==> src/rtl/enums_pkg.sv <==
// Shared enumerations for the data-memory path: access size and LSU sequencing state.
package enums_pkg;

  typedef enum logic [2:0] {
    MEM_BYTE  = 3'd0,
    MEM_BYTEU = 3'd1,
    MEM_HALF  = 3'd2,
    MEM_HALFU = 3'd3,
    MEM_WORD  = 3'd4
  } mem_size_t;

  typedef enum logic [2:0] {
    IDLE    = 3'd0,
    ACCESS0 = 3'd1,
    ACCESS1 = 3'd2,
    ACCESS2 = 3'd3,
    RESP    = 3'd4
  } lsu_state_t;

  function automatic logic is_half_size(input mem_size_t size);
    return (size == MEM_HALF) || (size == MEM_HALFU);
  endfunction

endpackage

==> src/rtl/load_extend.sv <==
// Reassembles a possibly word-crossing load from {hi, lo} and applies sign/zero extension.
module load_extend
  import enums_pkg::*;
(
  input  logic [63:0] data,
  input  logic [1:0]  offset,
  input  mem_size_t   size,
  output logic [31:0] result
);

  logic [31:0] x;

  assign x = 32'(data >> {offset, 3'b000});

  always_comb begin
    result = x;
    case (size)
      MEM_BYTE:  result = {{24{x[7]}}, x[7:0]};
      MEM_BYTEU: result = {24'h0, x[7:0]};
      MEM_HALF:  result = {{16{x[15]}}, x[15:0]};
      MEM_HALFU: result = {16'h0, x[15:0]};
      default:   result = x;
    endcase
  end

endmodule

==> src/rtl/load_store_unit.sv <==
// Single-outstanding load/store initiator; splits word-crossing accesses into
// sequential RAM phases and returns extended load data with a one-cycle response pulse.
module load_store_unit
  import enums_pkg::*;
(
  input  logic        clock,
  input  logic        reset,
  input  logic        req_valid,
  output logic        req_ready,
  input  logic        req_write,
  input  mem_size_t   req_size,
  input  logic [31:0] req_address,
  input  logic [31:0] req_wdata,
  output logic        resp_valid,
  output logic [31:0] resp_rdata,
  output logic [31:0] mem_address,
  output mem_size_t   mem_size,
  output logic        mem_read_enable,
  output logic        mem_write_enable,
  output logic [31:0] mem_write_data,
  input  logic [31:0] mem_read_data
);

  lsu_state_t  state;
  logic        write_q;
  mem_size_t   size_q;
  logic [31:0] addr_q;
  logic [31:0] wdata_q;
  logic [31:0] lo_q;

  logic [1:0]  k;
  logic [31:0] nxt;
  logic        is_half;
  logic        crosses;
  logic        three_phase;
  logic [31:0] ext_lo;
  logic [31:0] ext_data;

  assign k           = addr_q[1:0];
  assign nxt         = {addr_q[31:2] + 30'd1, 2'b00};
  assign is_half     = is_half_size(size_q);
  assign crosses     = (is_half && (k == 2'd3)) || ((size_q == MEM_WORD) && (k != 2'd0));
  assign three_phase = write_q && (size_q == MEM_WORD) && (k == 2'd3);
  assign req_ready   = (state == IDLE);

  // The final read phase feeds the extender straight from the RAM so the
  // result can be registered on the same edge that enters RESP.
  assign ext_lo = (state == ACCESS0) ? mem_read_data : lo_q;

  load_extend u_load_extend (
    .data   ({mem_read_data, ext_lo}),
    .offset (k),
    .size   (size_q),
    .result (ext_data)
  );

  always_ff @(posedge clock or posedge reset) begin
    if (reset) begin
      state      <= IDLE;
      write_q    <= 1'b0;
      size_q     <= MEM_WORD;
      addr_q     <= '0;
      wdata_q    <= '0;
      lo_q       <= '0;
      resp_valid <= 1'b0;
      resp_rdata <= '0;
    end else begin
      resp_valid <= 1'b0;
      resp_rdata <= '0;
      case (state)
        IDLE: begin
          if (req_valid) begin
            write_q <= req_write;
            size_q  <= req_size;
            addr_q  <= req_address;
            wdata_q <= req_wdata;
            state   <= ACCESS0;
          end
        end
        ACCESS0: begin
          lo_q <= mem_read_data;
          if (crosses) begin
            state <= ACCESS1;
          end else begin
            state      <= RESP;
            resp_valid <= 1'b1;
            resp_rdata <= write_q ? '0 : ext_data;
          end
        end
        ACCESS1: begin
          if (three_phase) begin
            state <= ACCESS2;
          end else begin
            state      <= RESP;
            resp_valid <= 1'b1;
            resp_rdata <= write_q ? '0 : ext_data;
          end
        end
        ACCESS2: begin
          state      <= RESP;
          resp_valid <= 1'b1;
        end
        RESP:    state <= IDLE;
        default: state <= IDLE;
      endcase
    end
  end

  always_comb begin
    mem_address      = '0;
    mem_size         = MEM_WORD;
    mem_read_enable  = 1'b0;
    mem_write_enable = 1'b0;
    mem_write_data   = '0;
    case (state)
      ACCESS0: begin
        if (write_q) begin
          mem_write_enable = 1'b1;
          mem_address      = addr_q;
          mem_size         = size_q;
          mem_write_data   = wdata_q;
        end else begin
          mem_read_enable = 1'b1;
          mem_address     = {addr_q[31:2], 2'b00};
        end
      end
      ACCESS1: begin
        mem_address = nxt;
        if (write_q) begin
          mem_write_enable = 1'b1;
          // Remaining bytes of the store that spill into the next word.
          if (is_half) begin
            mem_size       = MEM_BYTE;
            mem_write_data = wdata_q >> 8;
          end else begin
            case (k)
              2'd1: begin
                mem_size       = MEM_BYTE;
                mem_write_data = wdata_q >> 24;
              end
              2'd2: begin
                mem_size       = MEM_HALF;
                mem_write_data = wdata_q >> 16;
              end
              default: begin
                mem_size       = MEM_HALF;
                mem_write_data = wdata_q >> 8;
              end
            endcase
          end
        end else begin
          mem_read_enable = 1'b1;
        end
      end
      ACCESS2: begin
        mem_write_enable = 1'b1;
        mem_address      = nxt + 32'd2;
        mem_size         = MEM_BYTE;
        mem_write_data   = wdata_q >> 24;
      end
      default: ;
    endcase
  end

endmodule

==> config.mk <==
export PLATFORM = sky130hd
export DESIGN_NAME = load_store_unit
export DESIGN_NICKNAME = d
export VERILOG_FILES = /design/src/rtl/enums_pkg.sv /design/src/rtl/load_extend.sv /design/src/rtl/load_store_unit.sv
export SDC_FILE = /design/constraint.sdc
export NUM_CORES = 1
export LEC_CHECK = 0
export ABC_AREA = 1
export CORE_ASPECT_RATIO = 1.2
export CORE_UTILIZATION = 50
export CTS_BUF_LIST = sky130_fd_sc_hd__clkbuf_8
export CTS_CLUSTER_DIAMETER = 50
export DETAILED_ROUTE_END_ITERATION = 6
export PLACE_DENSITY = 0.93
export SLEW_MARGIN = 20
export SYNTH_ARGS = -nofsm -noshare
export SYNTH_HDL_FRONTEND = slang
export SYNTH_SLANG_ARGS = --single-unit
==> constraint.sdc <==
create_clock -name clock -period 5.1 [get_ports clock]
set_clock_uncertainty 0.05 [all_clocks]
set_input_delay 1.02 -clock clock [delete_from_list [all_inputs] [get_ports clock]]
set_output_delay 1.02 -clock clock [all_outputs]
set_load 0.1 [all_outputs]
Word-level counts from Yosys, hierarchy flattened
Cells that the tools add are included.
{"block": "totals", "ff_bits": 136, "input_bits": 103, "out_inout_bits": 103, "elab_cells": 62}
{"block": "op_classes", "addsub": 2, "eq_ne": 11, "n_shift": 1, "muxes": 29, "n_reduce_logical": 11}
{"cell": "$pmux W32 S3", "n": 2}
{"cell": "$mux W32", "n": 5}
{"cell": "$pmux W32 S4", "n": 1}
{"cell": "$pmux W32 S2", "n": 1}
{"cell": "$shr A64 B5 Y32", "n": 1}
{"cell": "$mux W24", "n": 2}
{"cell": "$pmux W24 S2", "n": 1}
{"cell": "$add A32 B2 Y32 const B", "n": 1}
{"cell": "$add A30 B1 Y30 const B", "n": 1}
{"cell": "$mux W3", "n": 5}
{"cell": "$eq A3 B2 Y1 const B", "n": 4}
{"cell": "$pmux W3 S4", "n": 1}
{"cell": "$pmux W3 S3", "n": 1}
{"cell": "$eq A3 B1 Y1 const B", "n": 2}
{"cell": "$logic_not A3 Y1", "n": 2}
{"cell": "$mux W2", "n": 3}
{"cell": "$mux W1", "n": 5}
{"cell": "$eq A2 B2 Y1 const B", "n": 2}
{"cell": "$logic_and A1 B1 Y1", "n": 4}
{"cell": "$eq A3 B3 Y1 const B", "n": 1}
{"cell": "$pmux W1 S3", "n": 1}
{"cell": "$eq A2 B1 Y1 const B", "n": 1}
{"cell": "$logic_or A1 B1 Y1", "n": 2}
{"cell": "$ne A2 B2 Y1 const B", "n": 1}
{"cell": "4 further kinds", "n": 4}

Longest topological paths before layout
Gate-level depths: netlist of run 1.
{"block": "logic_depth", "depth_word": 7, "depth_mapped": 11, "ltp_nobuf": 10}

Hierarchy
From an unflattened synthesis of run 1, not the netlist that was laid out.
{"block": "hier_totals", "hier_cells": 1116, "area_unflattened_um2": 8373.0}
{"module": "load_store_unit", "n_inst": 1, "cells_each": 884, "area_each_um2": 7143.1, "seq_area_each_um2": 3404.5}
{"module": "load_extend", "n_inst": 1, "cells_each": 232, "area_each_um2": 1229.9, "seq_area_each_um2": 0.0}

Worst setup path after synthesis of run 1
Ideal clock, no wire load.
{"block": "synth_timing", "kind": "register -> output", "start": "register state[1]", "end": "output mem_size[2]", "arrival_ns": 4.832, "required_ns": 4.030, "path_slack_ns": -0.802, "stages_incl_launch_ff": 8, "path_buffers": 2, "path_cell_list": "dfrtp_1 nor2_2 nand2_1 buf_6 buf_2 a21oi_1 nor2_1 o21ai_0"}
{"block": "synth_between", "elab_chain_len": 2, "word_cells_on_any_way": 4, "cone_classes": "eq/ne (3); mux (1)"}
{"element": "start: declaration", "line_no": "load_store_unit.sv:24", "source": "lsu_state_t state;"}
{"element": "start signal: assignment", "line_no": "load_store_unit.sv:59", "source": "state <= IDLE;"}
{"element": "start signal: assignment", "line_no": "load_store_unit.sv:77", "source": "state <= ACCESS0;"}
{"element": "start signal: assignment", "line_no": "load_store_unit.sv:83", "source": "state <= ACCESS1;"}
{"element": "$eq A3 B2 Y1 or $eq A3 B1 Y1 (tied branches)", "line_no": "load_store_unit.sv:115", "source": "case (state)"}
{"element": "$pmux W3 S3 (*)", "line_no": "load_store_unit.sv:115"}
{"element": "end: declaration", "line_no": "load_store_unit.sv:17", "source": "output mem_size_t mem_size,"}
Every way passes the cells marked *; elsewhere a longest branch is shown, timed or not.

Worst setup path in the final report of run 1
{"block": "layout_timing", "start": "register state[0]", "end": "output mem_address[1]"}
{"block": "layout_between", "elab_chain_len": 2, "word_cells_on_any_way": 4, "cone_classes": "eq/ne (3); mux (1)"}
{"element": "$eq A3 B2 Y1 or $eq A3 B1 Y1 (tied branches)", "line_no": "load_store_unit.sv:115"}
{"element": "$pmux W32 S3 (*)", "line_no": "load_store_unit.sv:115"}
{"element": "end: declaration", "line_no": "load_store_unit.sv:16", "source": "output logic [31:0] mem_address,"}
Marks and branches as above.

==> results.sh, run 1 <==
export IMPL_cts_tree="yes"
export IMPL_cp_data_required_time_ns=4.03
export IMPL_h_tree_depth=4
export IMPL_clk_pin_slew_ns=0.08
export IMPL_worstSetupEndpoint="mem_address[1]"
export IMPL_cap_violations=0
export IMPL_syn_nets=1225
export IMPL_clock_latency_ns=0.46
export IMPL_violations="DRC"
export IMPL_synth_top_cell_area_share=0.416
export IMPL_cts_resized=0
export IMPL_cts_sinks=136
export IMPL_gp_congestion=0.949
export IMPL_final_layout_size_suffix_gt1_frac=0.126
export IMPL_fmax_mhz=223
export IMPL_worstSetupPathType="reg -> out"
export IMPL_power_leakage_nw=5.27
export IMPL_hold_path_class="reg -> reg"
export IMPL_grt_pass1_wl_um=42000
export IMPL_final_nets=1401
export IMPL_async_flop_share=1.00
export IMPL_grt_pass1_vias=8348
export IMPL_die_w_um=118
export IMPL_root_buffer="clkbuf_8"
export IMPL_first_pass_iters=7
export IMPL_hold_violations=0
export IMPL_finalCritPeriodShare=0.878
export IMPL_rsz0062_at_grt="no"
export IMPL_dieArea_um2=16700
export IMPL_cts_hold_buffers=0
export IMPL_crit_path_start_kind="register"
export IMPL_fin_util=0.697
export IMPL_slew_headroom=0.249
export IMPL_core_um2=15700
export IMPL_area_growth_pct=34.9
export IMPL_vias_per_cell=5.76
export IMPL_outcome="finished, violations left"
export IMPL_synth_edf_count=0
export IMPL_portBuffers=205
export IMPL_grt_max_degree=79
export IMPL_io_pins=206
export IMPL_ir_drop_mv=0.576
export IMPL_power_density_nw_per_um2=749
export IMPL_synthFlopType="dfrtp_1"
export IMPL_top_usage_layer="met2"
export IMPL_postCtsSetupBuffers=0
export IMPL_synth_top_area_cell="dfrtp_1"
export IMPL_drc=5
export IMPL_drtIter0Drc=1019
export IMPL_gr_usage_met1=0.399
export IMPL_critPathArrivalTime_ns=3.41
export IMPL_num_vias=8720
export IMPL_num_rows=50
export IMPL_synthCells=1117
export IMPL_synth_seq_cells=136
export IMPL_setup_viol_count_final=0
export IMPL_grtUsageMet2=0.525
export IMPL_cts_made_buffers=17
export IMPL_reg2reg_slack_ns=1.94
export IMPL_wl_per_cell_um=17.2
export IMPL_synth_cell_types=44
export IMPL_synth_seq_area_share=0.420
export IMPL_overflow=0
export IMPL_ant_nets=0
export IMPL_dp_hpwl_um=18400
export IMPL_final_min_clock_period_ns=4.48
export IMPL_start_util=0.517
export IMPL_slew_viol_final=0
export IMPL_end_kind="output pin"
export IMPL_diodes=0
export IMPL_clock_path_buffers=2
export IMPL_ys_warnings_count=0
export IMPL_grtUsageMet3=0.0715
export IMPL_die_h_um=142
export IMPL_antenna_found_initial=1
export IMPL_startpoint="state[0]"
export IMPL_crit_fanout=35
export IMPL_ff2ff_path_depth=7
export IMPL_ys_top_cells_by_area="dfrtp_1 42%, nand2_1 9.1%, inv_1 6.7%"
export IMPL_r2r_start="state[0]"
export IMPL_avgSynthCellArea_um2=7.26
export IMPL_worstMarginPinSlew_ns=1.12
export IMPL_fin_setup_tns_ns=0
export IMPL_r2r_end="resp_rdata[21]"
export IMPL_routed_wl_um=26100
export IMPL_synth_area_um2=8110
export IMPL_grt_usage=0.320
[per-layer routing]
layer	vias up	part of all wire
met2	611	0.47
met1	4003	0.38
met5	-	0
met3	113	0.11
li1	3993	-
met4	0	0.043
[cells in the final DEF, fill, tap and decap left out, types with 36 or more instances in the layout]
cell type,n
buf_4,42
clkdlybuf4s50_1,138
nor2_1,143
dfrtp_1,135
buf_12,36
nand3_1,87
o21ai_0,75
nand2_1,195
a21oi_1,87
inv_1,144
[report_power, final]
group	internal, mW	switching [mW]
sequential	1.53	0.315
combinational	1.42	3.99
clock	0.505	0.439
total	3.45	4.75
[worst max-delay path: stages, from the launching register on]
cell,delay (ns)
dfrtp_1,0.92
nand2_2,0.12
inv_2,0.52
nand2_1,0.61
o21ai_0,0.52
buf_12,0.23
[sequential cells by signal (all words and copies together), names as in the netlist]
signal,flops
addr_q,32
lo_q,32
resp_rdata,32
wdata_q,32
size_q,3
state,3
resp_valid,1
write_q,1
[kinds of logic (layout without fill, tap and decap cells)]
group                    after synthesis  after routing  synth area share
AND/OR/NAND/NOR                      489            489             0.262
XOR/XNOR                               3              3           0.00324
flip-flops                           136            136             0.420
buffers and inverters                221            410             0.109
adder cells (fa/ha/maj)                5              5           0.00771
multiplexers                          20             20            0.0278
AO/OA/AOI/OAI                        243            243             0.170
[synth_stat cells (5+ instances only)]
library cell / n
a21oi_1: 88
a22oi_1: 11
buf_1: 5
buf_2: 22
clkbuf_1: 26
dfrtp_1: 135
ha_1: 5
inv_1: 145
inv_2: 13
mux2_1: 12
mux2_2: 8
nand2_1: 196
nand2_2: 14
nand3_1: 87
nand3b_1: 9
nor2_1: 144
nor3_1: 20
o211ai_1: 5
o21a_1: 7
o21ai_0: 75
o21ai_1: 14
o221ai_1: 10
o22ai_1: 20
o32ai_1: 6
[metrics by stage]
step | setup slack [ns] | cell area (µm²) | hold WS, ns | power [mW] | instances
final | 0.621 | 10900 | 0.441 | 8.20 | 1514
after global routing | 0.426 | 10900 | 0.479 | 8.63 | 1514
after CTS | 0.679 | 10900 | 0.443 | 8.13 | 1514
after detailed placement | 1.21 | 10500 | 0.425 | 7.16 | 1482
after global placement | 1.28 | 10500 | 0.418 | 7.05 | 1482
after floorplan | 0.143 | 8120 | 0.402 | 5.78 | 1117
[worst min-delay path by stage]
| stage | start | end | slack, ns | cells after the start |
|---|---|---|---|---|
| 2_1_floorplan | lo_q[11] | lo_q[11] | 0.40 | 2 |
| 6_report | lo_q[13] | lo_q[13] | 0.44 | 2 |
| 4_1_cts | lo_q[13] | lo_q[13] | 0.44 | 2 |
| 3_5_place_dp | lo_q[13] | lo_q[13] | 0.43 | 2 |
| 5_1_grt | lo_q[11] | lo_q[11] | 0.48 | 2 |
| 3_3_place_gp | lo_q[11] | lo_q[11] | 0.42 | 2 |
[final cells by class]
class / instances / area [µm²]
flip-flops and latches: 136 / 3400
well taps: 208 / 260
fillers: 1176 / 4760
clock buffers: 19 / 262
clock inverters: 13 / 153
multi-input cells: 760 / 3840
inverters: 162 / 613
repair buffers: 216 / 2420
(Power assumes the default switching activity.)
==> run 2: changes to the inputs <==
--- a/config.mk
+++ b/config.mk
@@ -12,7 +12,9 @@
 export CTS_CLUSTER_DIAMETER = 50
 export DETAILED_ROUTE_END_ITERATION = 6
 export PLACE_DENSITY = 0.93
+export SETUP_SLACK_MARGIN = 0.3
 export SLEW_MARGIN = 20
 export SYNTH_ARGS = -nofsm -noshare
 export SYNTH_HDL_FRONTEND = slang
+export SYNTH_HIERARCHICAL = 1
 export SYNTH_SLANG_ARGS = --single-unit
==> results.sh, run 2 <==
export IMPL_syn_nets=1224
export IMPL_synth_cell_types=38
export IMPL_synth_top_cell_area_share=0.403
export IMPL_postCtsSetupBuffers=0
export IMPL_core_um2=16300
export IMPL_slew_viol_final=0
export IMPL_overflow=0
export IMPL_critPathMaxStageDelay_ns=1.17
export IMPL_end_kind="output pin"
export IMPL_finalCritPeriodShare=0.828
export IMPL_portBuffers=205
export IMPL_crit_chain="nor2_4 -> inv_2 -> a21oi_1 -> o21ai_0 -> o21ai_0 -> clkdlybuf4s50_1"
export IMPL_synth_seq_area_share=0.407
export IMPL_crit_family="buffers and inverters"
export IMPL_synth_area_um2=8370
export IMPL_synth_edf_count=0
export IMPL_grt_pass1_wl_um=40600
export IMPL_ant_nets=0
export IMPL_critPathArrivalTime_ns=3.15
export IMPL_synthTopCellsByCount="308 x nand2_1, 145 x nor2_1, 135 x dfrtp_1, 113 x nand3_1, 99 x inv_1"
export IMPL_outcome="finished clean"
export IMPL_async_flop_share=1.00
export IMPL_synth_seq_cells=136
export IMPL_crit_path_start_kind="register"
export IMPL_synth_most_common_cell="nand2_1"
export IMPL_die_h_um=144
export IMPL_drc=0
export IMPL_rsz0062_at_grt="no"
export IMPL_antenna_found_initial=0
export IMPL_cp_data_required_time_ns=4.03
export IMPL_crit_fanout=23
export IMPL_cts_made_buffers=17
export IMPL_worstHoldPathCells=2
export IMPL_drtIter0Drc=792
export IMPL_cts_tree="yes"
export IMPL_wl_per_cell_um=17.0
export IMPL_ys_top_cells_by_area="dfrtp_1 40%, nand2_1 14%, nand3_1 6.8%"
export IMPL_r2r_end="resp_rdata[27]"
export IMPL_cap_violations=0
export IMPL_hold_start="lo_q[2]"
export IMPL_crit_slowest_cell="clkdlybuf4s50_1"
export IMPL_startpoint="state[2]"
export IMPL_diodes=0
export IMPL_cts_resized=0
export IMPL_start_util=0.515
export IMPL_postPlaceCellArea_um2=10200
export IMPL_final_min_clock_period_ns=4.22
export IMPL_final_nets=1397
export IMPL_grt_max_degree=111
export IMPL_die_w_um=120
export IMPL_synthCells=1116
export IMPL_grt_pass1_vias=7873
export IMPL_num_rows=51
export IMPL_ff2ff_path_depth=11
export IMPL_avgSynthCellArea_um2=7.50
export IMPL_r2r_start="state[2]"
export IMPL_grt_usage=0.304
export IMPL_reg2reg_slack_ns=1.86
export IMPL_cts_hold_buffers=0
export IMPL_dp_hpwl_um=18000
export IMPL_dieArea_um2=17300
export IMPL_gp_congestion=0.966
export IMPL_fmax_mhz=237
export IMPL_setup_viol_count_final=0
export IMPL_clock_path_buffers=2
export IMPL_path_common_cell="o21ai_0"
export IMPL_fin_setup_tns_ns=0
export IMPL_path_buf_inv=2
export IMPL_final_layout_size_suffix_gt1_frac=0.148
export IMPL_vias_per_cell=5.55
export IMPL_h_tree_depth=4
export IMPL_final_common_cell="nand2_1"
export IMPL_clock_latency_ns=0.47
export IMPL_cts_sinks=136
export IMPL_layout_common_cells="308 x nand2_1, 152 x clkdlybuf4s50_1, 145 x nor2_1"
export IMPL_worstSetupPathType="reg -> out"
export IMPL_routed_wl_um=25700
export IMPL_io_pins=206
export IMPL_synth_top_area_cell="dfrtp_1"
export IMPL_slew_headroom=0.285
export IMPL_hold_violations=0
export IMPL_ys_warnings_count=6
export IMPL_synthFlopType="dfrtp_1"
export IMPL_min_to="lo_q[2]"
export IMPL_first_pass_iters=5
export IMPL_clk_pin_slew_ns=0.08
export IMPL_worstMarginPinSlew_ns=1.07
export IMPL_root_buffer="clkbuf_8"
export IMPL_hold_path_class="reg -> reg"
export IMPL_num_vias=8399
export IMPL_area_growth_pct=27.3
export IMPL_stdcell_area_um2=10700
## run 2: cell types whose count changed in the layout (fill, tap and decap cells not counted), moves of 14 or more
| cell | before | now |
|---|---|---|
| nand3_1 | 87 | 113 |
| nor3_1 | 20 | 1 |
| buf_12 | 36 | 2 |
| clkdlybuf4s50_1 | 138 | 152 |
| buf_4 | 42 | 57 |
| o21ai_0 | 75 | 42 |
| inv_1 | 144 | 100 |
| o211ai_1 | 5 | 19 |
| nand2_1 | 195 | 308 |
| a21oi_2 | 1 | 30 |
| mux2_4 | 0 | 20 |
| a21oi_1 | 87 | 46 |
## run 2: tightest hold or removal path, stage by stage, from the launching register on
cell and delay (ns):
dfrtp_1 0.33, nand2_1 0.05, nand2_1 0.07
## run 2: routing by layer
layer,part of all wire,GRT usage
met2,0.46,0.482
met4,0.050,0.168
met3,0.093,0.0591
met1,0.39,0.389
met5,0,0
## run 2: cell type report
cell class / instances / area, µm²
Sequential cell: 136 / 3400
Timing Repair Buffer: 211 / 1990
Multi-Input combinational cell: 812 / 4160
Tap cell: 212 / 265
Clock buffer: 18 / 248
Inverter: 111 / 422
Fill cell: 1337 / 5610
Clock inverter: 13 / 179
## run 2: logic make-up (layout without fill, tap and decap cells)
| logic type | Yosys count | after routing | share of synthesized area |
|---|---|---|---|
| adder cells (fa/ha/maj) | 5 | 5 | 0.00747 |
| flip-flops | 136 | 136 | 0.407 |
| multiplexers | 20 | 20 | 0.0359 |
| AND/OR/NAND/NOR | 612 | 612 | 0.321 |
| buffers and inverters | 168 | 353 | 0.0971 |
| AO/OA/AOI/OAI | 174 | 174 | 0.131 |
| XOR/XNOR | 1 | 1 | 0.00105 |
## run 2: worst max path at each step
stage / end / cells after the start
floorplan: addr_q[0] / 1
global placement: mem_address[6] / 6
detailed placement: mem_address[6] / 6
CTS: mem_address[6] / 6
global route: mem_write_data[15] / 6
finish: mem_address[6] / 6
## run 2: metrics by stage
stage | setup slack (ns) | utilization | std cells | hold slack [ns]
2_1_floorplan | 0.392 | - | 1116 | 0.395
3_3_place_gp | 1.42 | 0.629 | 1482 | 0.410
3_5_place_dp | 1.39 | 0.629 | 1482 | 0.413
4_1_cts | 0.896 | 0.655 | 1513 | 0.431
5_1_grt | 0.746 | 0.655 | 1513 | 0.454
6_report | 0.879 | 0.655 | 1513 | 0.431
Power of run 2 is left out: the tool's default activity adds up to more than one toggle a clock period on the data nets, which glitch-free logic cannot reach.
==> run 3: changes to the inputs <==
--- a/config.mk
+++ b/config.mk
@@ -7,11 +7,11 @@
 export LEC_CHECK = 0
 export ABC_AREA = 1
 export CORE_ASPECT_RATIO = 1.2
-export CORE_UTILIZATION = 50
+export CORE_UTILIZATION = 47
 export CTS_BUF_LIST = sky130_fd_sc_hd__clkbuf_8
 export CTS_CLUSTER_DIAMETER = 50
 export DETAILED_ROUTE_END_ITERATION = 6
-export PLACE_DENSITY = 0.93
+export PLACE_DENSITY = 0.92
 export SETUP_SLACK_MARGIN = 0.3
 export SLEW_MARGIN = 20
 export SYNTH_ARGS = -nofsm -noshare
==> constraint.sdc (replaced) <==
create_clock -name clock -period 3.4 [get_ports clock]
set_clock_uncertainty 0.05 [all_clocks]
set_input_delay 0.68 -clock clock [delete_from_list [all_inputs] [get_ports clock]]
set_output_delay 0.68 -clock clock [all_outputs]
set_load 0.1 [all_outputs]
==> results.sh, run 3 (synthesis gave the netlist of run 2 again) <==
export IMPL_grt_usage=0.302
export IMPL_final_min_clock_period_ns=3.04
export IMPL_die_w_um=124
export IMPL_antenna_found_initial=1
export IMPL_layout_common_cells="308 x nand2_1, 143 x nor2_1, 133 x dfrtp_1"
export IMPL_area_growth_pct=39.6
export IMPL_overflow=0
export IMPL_setup_viol_count_final=0
export IMPL_fmax_mhz=329
export IMPL_drc=0
export IMPL_first_pass_iters=7
export IMPL_portBuffers=205
export IMPL_crit_path_start_kind="register"
export IMPL_routed_wl_um=27500
export IMPL_critPathArrivalTime_ns=2.31
export IMPL_worstMarginPinSlew_ns=0.975
export IMPL_finalCritPeriodShare=0.895
export IMPL_n_fill_cell=1438
export IMPL_fin_setup_tns_ns=0
export IMPL_drtIter0Drc=777
export IMPL_dp_hpwl_um=19900
export IMPL_vias_per_cell=5.58
export IMPL_io_pins=206
export IMPL_clock_path_buffers=2
export IMPL_slew_viol_final=0
export IMPL_cap_violations=0
export IMPL_die_h_um=148
export IMPL_num_rows=53
export IMPL_cts_sinks=136
export IMPL_cts_hold_buffers=0
export IMPL_stdcell_area_um2=11700
export IMPL_grt_pass1_vias=8292
export IMPL_dp_cells=1499
export IMPL_crit_chain="inv_2 -> ha_4 -> inv_2 -> nor2_4 -> clkinv_2 -> nor2_1 -> o211ai_1 -> buf_12"
export IMPL_fin_util=0.668
export IMPL_finalNonFillerCells=1543
export IMPL_final_layout_size_suffix_gt1_frac=0.214
export IMPL_postPlaceCellArea_um2=11200
export IMPL_hold_violations=0
export IMPL_clk_pin_slew_ns=0.08
export IMPL_grt_pass1_wl_um=42200
export IMPL_path_buf_inv=4
export IMPL_crit_fanout=14
export IMPL_critPathMaxStageDelay_ns=0.40
export IMPL_cts_made_buffers=17
export IMPL_cp_data_required_time_ns=2.67
export IMPL_clock_latency_ns=0.45
export IMPL_grt_max_degree=137
export IMPL_cts_tree="yes"
export IMPL_h_tree_depth=4
export IMPL_ant_nets=0
export IMPL_outcome="finished clean"
export IMPL_wl_per_cell_um=17.8
export IMPL_crit_slowest_cell="dfrtp_2"
export IMPL_dieArea_um2=18400
export IMPL_hold_path_class="reg -> reg"
export IMPL_rsz0062_at_grt="no"
export IMPL_num_vias=8611
export IMPL_worstSetupPathType="reg -> out"
export IMPL_gp_congestion=0.942
export IMPL_root_buffer="clkbuf_8"
export IMPL_slew_headroom=0.348
export IMPL_final_common_cell="nand2_1"
export IMPL_crit_family="buffers and inverters"
export IMPL_end_kind="output pin"
export IMPL_start_util=0.478
export IMPL_core_um2=17500
export IMPL_final_nets=1417
export IMPL_path_common_cell="inv_2"
run 3: worst register-to-register path: stages (launching register included):
cell	delay, ns
dfrtp_1	0.42
nor2_2	0.18
nand2_4	0.17
inv_2	0.11
buf_8	0.27
nand2_1	0.10
nand2_1	0.13
nand2_1	0.07
nand3_1	0.14
nand3_2	0.39
nand3_1	0.23
inv_1	0.06
nor2_1	0.10
run 3: through the flow:
stage                     hold slack (ns)  setup slack (ns)
after floorplan                     0.395            -0.344
after global placement              0.407             0.691
after detailed placement            0.417             0.678
after CTS                           0.434             0.283
after global routing                0.455             0.286
final                               0.432             0.358
run 3: worst paths after layout:
check	from	endpoint	slack [ns]	depth (start not counted)
worst min-delay path	lo_q[3]	lo_q[3]	0.43	2
max in group asynchronous	reset	addr_q[0]	1.95	3
worst max-delay path	addr_q[1]	mem_write_data[4]	0.36	8
min in group asynchronous	reset	addr_q[18]	0.75	3
worst max register to register	state[2]	resp_rdata[28]	0.91	12
worst min register to register	lo_q[3]	lo_q[3]	0.43	2
run 3: final cells by class:
class	count	area, µm²	area share
antenna	2	5.00	0.000428
clock buffer	20	275	0.0236
clock inverter	11	100	0.00857
inverter	111	422	0.0361
multi-input combinational	813	4260	0.365
sequential	136	3410	0.292
tap	220	275	0.0236
timing repair buffer	230	2940	0.251
run 3: timing repair:
item | in CTS | in global routing
pin swaps | 3 | 5
hold endpoints to repair | 0 | 0
setup buffers | 4 | 6
gates resized for setup | 7 | 12
cloned | 1 | 0
setup endpoints to repair | 19 | 34
run 3: layer usage:
| metal | GRT usage | wire, µm |
|---|---|---|
| met1 | 0.363 | 10500 |
| met2 | 0.492 | 13200 |
| met3 | 0.0790 | 2490 |
| met4 | 0.158 | 1340 |
| met5 | 0 | 0 |
Power of run 3 is left out for the same reason.
